--- src/rtl/mac_arbiter_if.sv ---
// Request, datapath and response bundle for mac_arbiter.
// master = arbiter view, slave = requesters plus datapath view.
interface mac_arbiter_if #(
    parameter int NUM_REQ = 4
);
    logic [NUM_REQ-1:0]    req_valid;
    logic [NUM_REQ-1:0]    req_ready;
    logic [16*NUM_REQ-1:0] req_a;
    logic [16*NUM_REQ-1:0] req_b;
    logic [16*NUM_REQ-1:0] req_c;
    logic [16*NUM_REQ-1:0] req_d;
    logic [16*NUM_REQ-1:0] req_e;

    logic                  dp_in_valid;
    logic                  dp_in_ready;
    logic signed [15:0]    dp_a;
    logic signed [15:0]    dp_b;
    logic signed [15:0]    dp_c;
    logic signed [15:0]    dp_d;
    logic signed [15:0]    dp_e;

    logic                  dp_out_valid;
    logic                  dp_out_ready;
    logic signed [31:0]    dp_y;

    logic [NUM_REQ-1:0]    rsp_valid;
    logic [NUM_REQ-1:0]    rsp_ready;
    logic signed [31:0]    rsp_y;

    modport master (
        input  req_valid, req_a, req_b, req_c, req_d, req_e,
        input  dp_in_ready, dp_out_valid, dp_y, rsp_ready,
        output req_ready, dp_in_valid, dp_a, dp_b, dp_c, dp_d, dp_e,
        output dp_out_ready, rsp_valid, rsp_y
    );

    modport slave (
        output req_valid, req_a, req_b, req_c, req_d, req_e,
        output dp_in_ready, dp_out_valid, dp_y, rsp_ready,
        input  req_ready, dp_in_valid, dp_a, dp_b, dp_c, dp_d, dp_e,
        input  dp_out_ready, rsp_valid, rsp_y
    );
endinterface

--- src/rtl/mac_arbiter.sv ---
// Round-robin arbiter sharing one MAC datapath, with in-order tag FIFO for result return.
// Optional performance counters enabled by defining MAC_ARB_PERF_EN.
module mac_arbiter #(
    parameter int NUM_REQ = 4,
    parameter int MAX_OUT = 4
) (
    input  logic          clk,
    input  logic          rst_n,
    mac_arbiter_if.master bus,
    output logic          err,
    output logic [31:0]   perf_grants,
    output logic [31:0]   perf_stalls
);
    localparam int unsigned NR = NUM_REQ;
    localparam int RW = $clog2(NUM_REQ);
    localparam int AW = $clog2(MAX_OUT);
    localparam int OW = AW + 1;

    logic [RW-1:0] rr_ptr;
    logic [RW-1:0] win;
    logic          any;
    logic [AW-1:0] wr_ptr;
    logic [AW-1:0] rd_ptr;
    logic [OW-1:0] occ;
    logic [RW-1:0] tags [MAX_OUT];
    logic [RW-1:0] head;
    logic          full;
    logic          empty;
    logic          push;
    logic          pop;
    logic          space;

    always_comb begin
        int unsigned idx;
        idx = 0;
        any = 1'b0;
        win = '0;
        for (int unsigned i = 0; i < NR; i++) begin
            idx = {{(32-RW){1'b0}}, rr_ptr} + i;
            if (idx >= NR) idx = idx - NR;
            if (!any && bus.req_valid[idx]) begin
                any = 1'b1;
                win = RW'(idx);
            end
        end
    end

    assign full  = (occ == OW'(MAX_OUT));
    assign empty = (occ == '0);
    assign head  = tags[rd_ptr];

    // A pop frees its slot in the same cycle, so a full FIFO can still accept when draining.
    assign pop   = !empty && bus.dp_out_valid && bus.rsp_ready[head];
    assign space = !full || pop;

    assign bus.dp_in_valid = rst_n && any && space;
    assign push            = bus.dp_in_valid && bus.dp_in_ready;

    always_comb begin
        int unsigned sel;
        sel = {{(32-RW){1'b0}}, win} << 4;
        bus.req_ready = '0;
        if (push) bus.req_ready[win] = 1'b1;
        bus.dp_a = '0;
        bus.dp_b = '0;
        bus.dp_c = '0;
        bus.dp_d = '0;
        bus.dp_e = '0;
        if (any) begin
            bus.dp_a = bus.req_a[sel +: 16];
            bus.dp_b = bus.req_b[sel +: 16];
            bus.dp_c = bus.req_c[sel +: 16];
            bus.dp_d = bus.req_d[sel +: 16];
            bus.dp_e = bus.req_e[sel +: 16];
        end
    end

    always_comb begin
        bus.rsp_valid = '0;
        if (rst_n && !empty && bus.dp_out_valid) bus.rsp_valid[head] = 1'b1;
        bus.rsp_y        = bus.dp_y;
        bus.dp_out_ready = empty ? 1'b1 : bus.rsp_ready[head];
    end

    always_ff @(posedge clk or negedge rst_n) begin
        if (!rst_n) begin
            rr_ptr <= '0;
            wr_ptr <= '0;
            rd_ptr <= '0;
            occ    <= '0;
            err    <= 1'b0;
        end else begin
            if (push) begin
                wr_ptr <= wr_ptr + 1'b1;
                rr_ptr <= (win == RW'(NR - 1)) ? '0 : win + 1'b1;
            end
            if (pop) rd_ptr <= rd_ptr + 1'b1;
            if (push && !pop)      occ <= occ + 1'b1;
            else if (pop && !push) occ <= occ - 1'b1;
            if (empty && bus.dp_out_valid) err <= 1'b1;
        end
    end

    // Storage needs no reset; occupancy alone decides which entries are live.
    always_ff @(posedge clk) begin
        if (push) tags[wr_ptr] <= win;
    end

`ifdef MAC_ARB_PERF_EN
    always_ff @(posedge clk or negedge rst_n) begin
        if (!rst_n) begin
            perf_grants <= '0;
            perf_stalls <= '0;
        end else begin
            if (push) perf_grants <= perf_grants + 1'b1;
            if (bus.dp_in_valid && !bus.dp_in_ready) perf_stalls <= perf_stalls + 1'b1;
        end
    end
`else
    assign perf_grants = '0;
    assign perf_stalls = '0;
`endif
endmodule

--- src/flat_wrapper.sv ---
// flat-port wrapper written by rule: the top's interface ports become plain ports
module mac_arbiter_flat 
#(
    parameter int NUM_REQ = 4,
    parameter int MAX_OUT = 4
)
  (clk, rst_n, err, perf_grants, perf_stalls, bus_req_valid, bus_req_a, bus_req_b, bus_req_c, bus_req_d, bus_req_e, bus_dp_in_ready, bus_dp_out_valid, bus_dp_y, bus_rsp_ready, bus_req_ready, bus_dp_in_valid, bus_dp_a, bus_dp_b, bus_dp_c, bus_dp_d, bus_dp_e, bus_dp_out_ready, bus_rsp_valid, bus_rsp_y);
  mac_arbiter_if #(.NUM_REQ(NUM_REQ)) bus_i ();
  input  logic clk;
  input  logic rst_n;
  output logic err;
  output logic [31:0] perf_grants;
  output logic [31:0] perf_stalls;
  input wire logic [$bits(bus_i.req_valid)-1:0] bus_req_valid;
  input wire logic [$bits(bus_i.req_a)-1:0] bus_req_a;
  input wire logic [$bits(bus_i.req_b)-1:0] bus_req_b;
  input wire logic [$bits(bus_i.req_c)-1:0] bus_req_c;
  input wire logic [$bits(bus_i.req_d)-1:0] bus_req_d;
  input wire logic [$bits(bus_i.req_e)-1:0] bus_req_e;
  input wire logic [$bits(bus_i.dp_in_ready)-1:0] bus_dp_in_ready;
  input wire logic [$bits(bus_i.dp_out_valid)-1:0] bus_dp_out_valid;
  input wire logic [$bits(bus_i.dp_y)-1:0] bus_dp_y;
  input wire logic [$bits(bus_i.rsp_ready)-1:0] bus_rsp_ready;
  output wire logic [$bits(bus_i.req_ready)-1:0] bus_req_ready;
  output wire logic [$bits(bus_i.dp_in_valid)-1:0] bus_dp_in_valid;
  output wire logic [$bits(bus_i.dp_a)-1:0] bus_dp_a;
  output wire logic [$bits(bus_i.dp_b)-1:0] bus_dp_b;
  output wire logic [$bits(bus_i.dp_c)-1:0] bus_dp_c;
  output wire logic [$bits(bus_i.dp_d)-1:0] bus_dp_d;
  output wire logic [$bits(bus_i.dp_e)-1:0] bus_dp_e;
  output wire logic [$bits(bus_i.dp_out_ready)-1:0] bus_dp_out_ready;
  output wire logic [$bits(bus_i.rsp_valid)-1:0] bus_rsp_valid;
  output wire logic [$bits(bus_i.rsp_y)-1:0] bus_rsp_y;
  assign bus_i.req_valid = bus_req_valid;
  assign bus_i.req_a = bus_req_a;
  assign bus_i.req_b = bus_req_b;
  assign bus_i.req_c = bus_req_c;
  assign bus_i.req_d = bus_req_d;
  assign bus_i.req_e = bus_req_e;
  assign bus_i.dp_in_ready = bus_dp_in_ready;
  assign bus_i.dp_out_valid = bus_dp_out_valid;
  assign bus_i.dp_y = bus_dp_y;
  assign bus_i.rsp_ready = bus_rsp_ready;
  assign bus_req_ready = bus_i.req_ready;
  assign bus_dp_in_valid = bus_i.dp_in_valid;
  assign bus_dp_a = bus_i.dp_a;
  assign bus_dp_b = bus_i.dp_b;
  assign bus_dp_c = bus_i.dp_c;
  assign bus_dp_d = bus_i.dp_d;
  assign bus_dp_e = bus_i.dp_e;
  assign bus_dp_out_ready = bus_i.dp_out_ready;
  assign bus_rsp_valid = bus_i.rsp_valid;
  assign bus_rsp_y = bus_i.rsp_y;
  mac_arbiter #(.NUM_REQ(NUM_REQ), .MAX_OUT(MAX_OUT)) u_core (.clk(clk), .rst_n(rst_n), .bus(bus_i), .err(err), .perf_grants(perf_grants), .perf_stalls(perf_stalls));
endmodule
--- config.mk ---
export PLATFORM = sky130hd
export DESIGN_NAME = mac_arbiter_flat
export DESIGN_NICKNAME = d
export VERILOG_FILES = /design/src/rtl/mac_arbiter_if.sv /design/src/rtl/mac_arbiter.sv /design/src/flat_wrapper.sv
export SDC_FILE = /design/constraint.sdc
export NUM_CORES = 1
export LEC_CHECK = 0
export BUFFER_PORTS_ARGS = -buffer_cell sky130_fd_sc_hd__clkbuf_2
export CAP_MARGIN = 10
export CELL_PAD_IN_SITES_DETAIL_PLACEMENT = 0
export CELL_PAD_IN_SITES_GLOBAL_PLACEMENT = 1
export CORE_AREA = 2 2 214 216
export DETAILED_ROUTE_END_ITERATION = 12
export DIE_AREA = 0 0 216 218
export GPL_ROUTABILITY_DRIVEN = 0
export GPL_TIMING_DRIVEN = 0
export PLACE_DENSITY_LB_ADDON = 0.1
export SYNTH_ARGS = -nofsm -noshare
export SYNTH_HDL_FRONTEND = slang
export SYNTH_SLANG_ARGS = --single-unit
export TNS_END_PERCENT = 20
--- constraint.sdc ---
create_clock -name clk -period 7.34 [get_ports clk]
set_clock_uncertainty 0.05 [all_clocks]
set_input_delay 1.468 -clock clk [delete_from_list [all_inputs] [get_ports clk]]
set_output_delay 1.468 -clock clk [all_outputs]
set_load 0.05 [all_outputs]
==> impl_metrics.ini <==
[placed_design]
place_hpwl_um = 25600
dp.cells = 1585
portBuffers = 454
placed_cell_area_mm2 = 0.00735

[power_and_ir_drop]
leakagePower_uw = 0.00428
ir_worst_vdd_mv = 0.109
power_density_mw_per_mm2 = 359

[global_route]
grt_start_max_net_pins = 14
grt_usage_pct = 11.3
grt_antenna_before_repair = 2
grt-ovfl-total = 0
grt_first_pass_wirelength_um = 39000
grt_pass1_vias = 5576

[cells_and_area]
final_common_cell = clkbuf_2
final_cells = 1590
regArea_um2 = 490
design_area_mm2 = 0.00744
nNetsFinal = 1364
fill_cells = 5284
multi_input_area_mm2 = 0.00292
layout_common_cells = 454 x clkbuf_2, 166 x mux2i_1, 96 x buf_4
utilization_pct = 16.6
syn_to_final_growth_pct = 82.4
drive_gt1_share_pct = 57.9

[yosys]
ys_ff_latch = 18
synth_area_leader_cell = mux2i_1
syn_area_mm2 = 0.00408
async_flop_share_pct = 55.6
yosysSeqAreaShare_pct = 12.0
ys_warn_count = 0
synth-edff-count = 8
synth_xor_area_share_pct = 1.29
syn_avg_cell_area_um2 = 8.73
synth_compound_area_share_pct = 14.5
synthTopCellsByArea = mux2i_1 41%, buf_4 18%, o22ai_1 12%
synth_flop_cell = dfrtp_1
yosys.cell_types.count = 36
synth-simple-area-share_pct = 4.08
synth_top_family_by_area = multiplexers
synth_top_area_share_pct = 40.7
synth_fa_ha_area_share_pct = 3.25
synth_cells = 467
synth_mux_area_share_pct = 42.5

[routing]
dr.pass1.iters = 4
wl_per_cell_um = 18.1
drc = 0
num_vias = 5253
vias_per_cell = 3.30
drtAntennaViolNets = 0
first_iter_violations = 92
routed_wirelength_um = 28800

[timing]
finalMaxSlewViolations = 0
rsz0062_at_grt = false
hold_viol = 0
final-setup-viol-count = 0
max_freq_mhz = 169
fin_crit_ns = 5.92
fin_crit_sh_pct = 80.7
slew-limit-headroom_pct = 34.4
tightest_slew_ns = 0.984
tns_ns = 0

[setup_path]
worst_setup_path_start_kind = input pin
startpoint = bus_req_valid[0]
required_ns = 5.82
cp.arrival_ns = 4.41
worst-setup-path-type = in -> out
cp_max_fo = 10
endpoint_kind = output port
r2r_slack_ns = 3.93
r2r-start = u_core.rd_ptr[0]

[die]
die_area_mm2 = 0.0471
ioPinCount = 551
die_w_um = 216
fp.dieH_um = 218
coreArea_mm2 = 0.0449
row_count = 78
start_util_pct = 9.08

[clock_network]
cts.sinks = 18
post_cts_resized = 0
postCtsSetupRepairBufs = 0
cts-hold-fix-buffers = 0
cts_tree = done
clock_latency_ns = 0.25
cts_buffers = 3
ctsHtreeMaxLevel = 1
cts.clk_slew.worst_paths_ns = 0.05
clockBufferDepth = 2
root_buffer = clkbuf_16

[min_path]
hold_path_class = reg -> reg
hold_start = u_core.err

[run_status]
status = completed

[flow_run]
maxCapViolations = 0
[worst paths after layout]
path | cells after the start | to
worst max register to register | 11 | u_core.occ[2]
worst min register to register | 1 | u_core.err
worst max-delay path | 10 | bus_dp_a[2]
min in group asynchronous | 1 | u_core.rd_ptr[1]
max in group asynchronous | 1 | u_core.occ[2]
worst min-delay path | 1 | u_core.err
[cell usage after synthesis, drive strengths merged, types with 2 or more instances]
master and count:
xor2 2, mux2i 166, nand2 2, nand3 2, a21oi 5, nor2 8
xnor2 4, mux4 2, clkbuf 18, inv 9, nor3 2, ha 9
buf 114, edfxtp 8, and2 8, mux2 2, dfrtp 10, o22ai 81
nand3b 2
[state kept, by name (all words and copies together), names as in the netlist]
register / count
u_core.err: 1
u_core.occ: 3
u_core.rd_ptr: 2
u_core.rr_ptr: 2
u_core.tags: 8
u_core.wr_ptr: 2
[critical path: stages]
cell and delay (ns):
clkbuf_2 0.15, a21oi_1 0.08, o21a_1 0.16, o22ai_1 0.16
clkbuf_1 0.56, buf_2 0.42, buf_2 0.55, mux2i_1 0.15
o22ai_1 0.29, clkbuf_2 0.37
[metal layers]
metal  up-vias  share of wire (%)  track usage (%)
li1       2622                  -                -
met1      2375                 34             11.3
met2       246                 57             23.3
met3         8                8.5             3.74
met4         2               0.41            0.616
met5         -              0.045                0
[through the flow]
| step | power, uW | hold slack (ns) | setup slack [ns] |
|---|---|---|---|
| final | 2670 | 0.406 | 1.42 |
| after global routing | 2850 | 0.434 | 1.11 |
| after CTS | 2740 | 0.419 | 1.18 |
| after detailed placement | 2620 | 0.406 | 1.20 |
| after global placement | 2640 | 0.404 | 1.00 |
| after floorplan | 1920 | 0.406 | 2.39 |
[final cells by class]
cell class                      instances  share of cell area (%)
Clock inverter                          1                  0.0505
Timing Repair Buffer                  455                    30.7
Clock buffer                            3                    1.01
Tap cell                              600                    10.1
Multi-Input combinational cell        371                    39.3
Buffer                                132                    11.8
Antenna cell                            1                  0.0337
Sequential cell                        18                    6.60
Inverter                                9                   0.454
[report_power, final]
group          internal (uW)  switching [uW]  total, uW
clock                   72.4            37.0        109
combinational            659            1720       2380
sequential               146            32.7        178
[kinds of logic after synthesis]
| group | after synthesis |
|---|---|
| muxes | 170 |
| buffers and inverters | 141 |
| AOI/OAI and AO/OA | 91 |
| and+or+nand+nor | 30 |
| DFF | 18 |
| adders and majority gates | 10 |
| xor gates and xnor gates | 6 |
| other | 1 |
No activity file was read; power rests on OpenSTA's default activity.
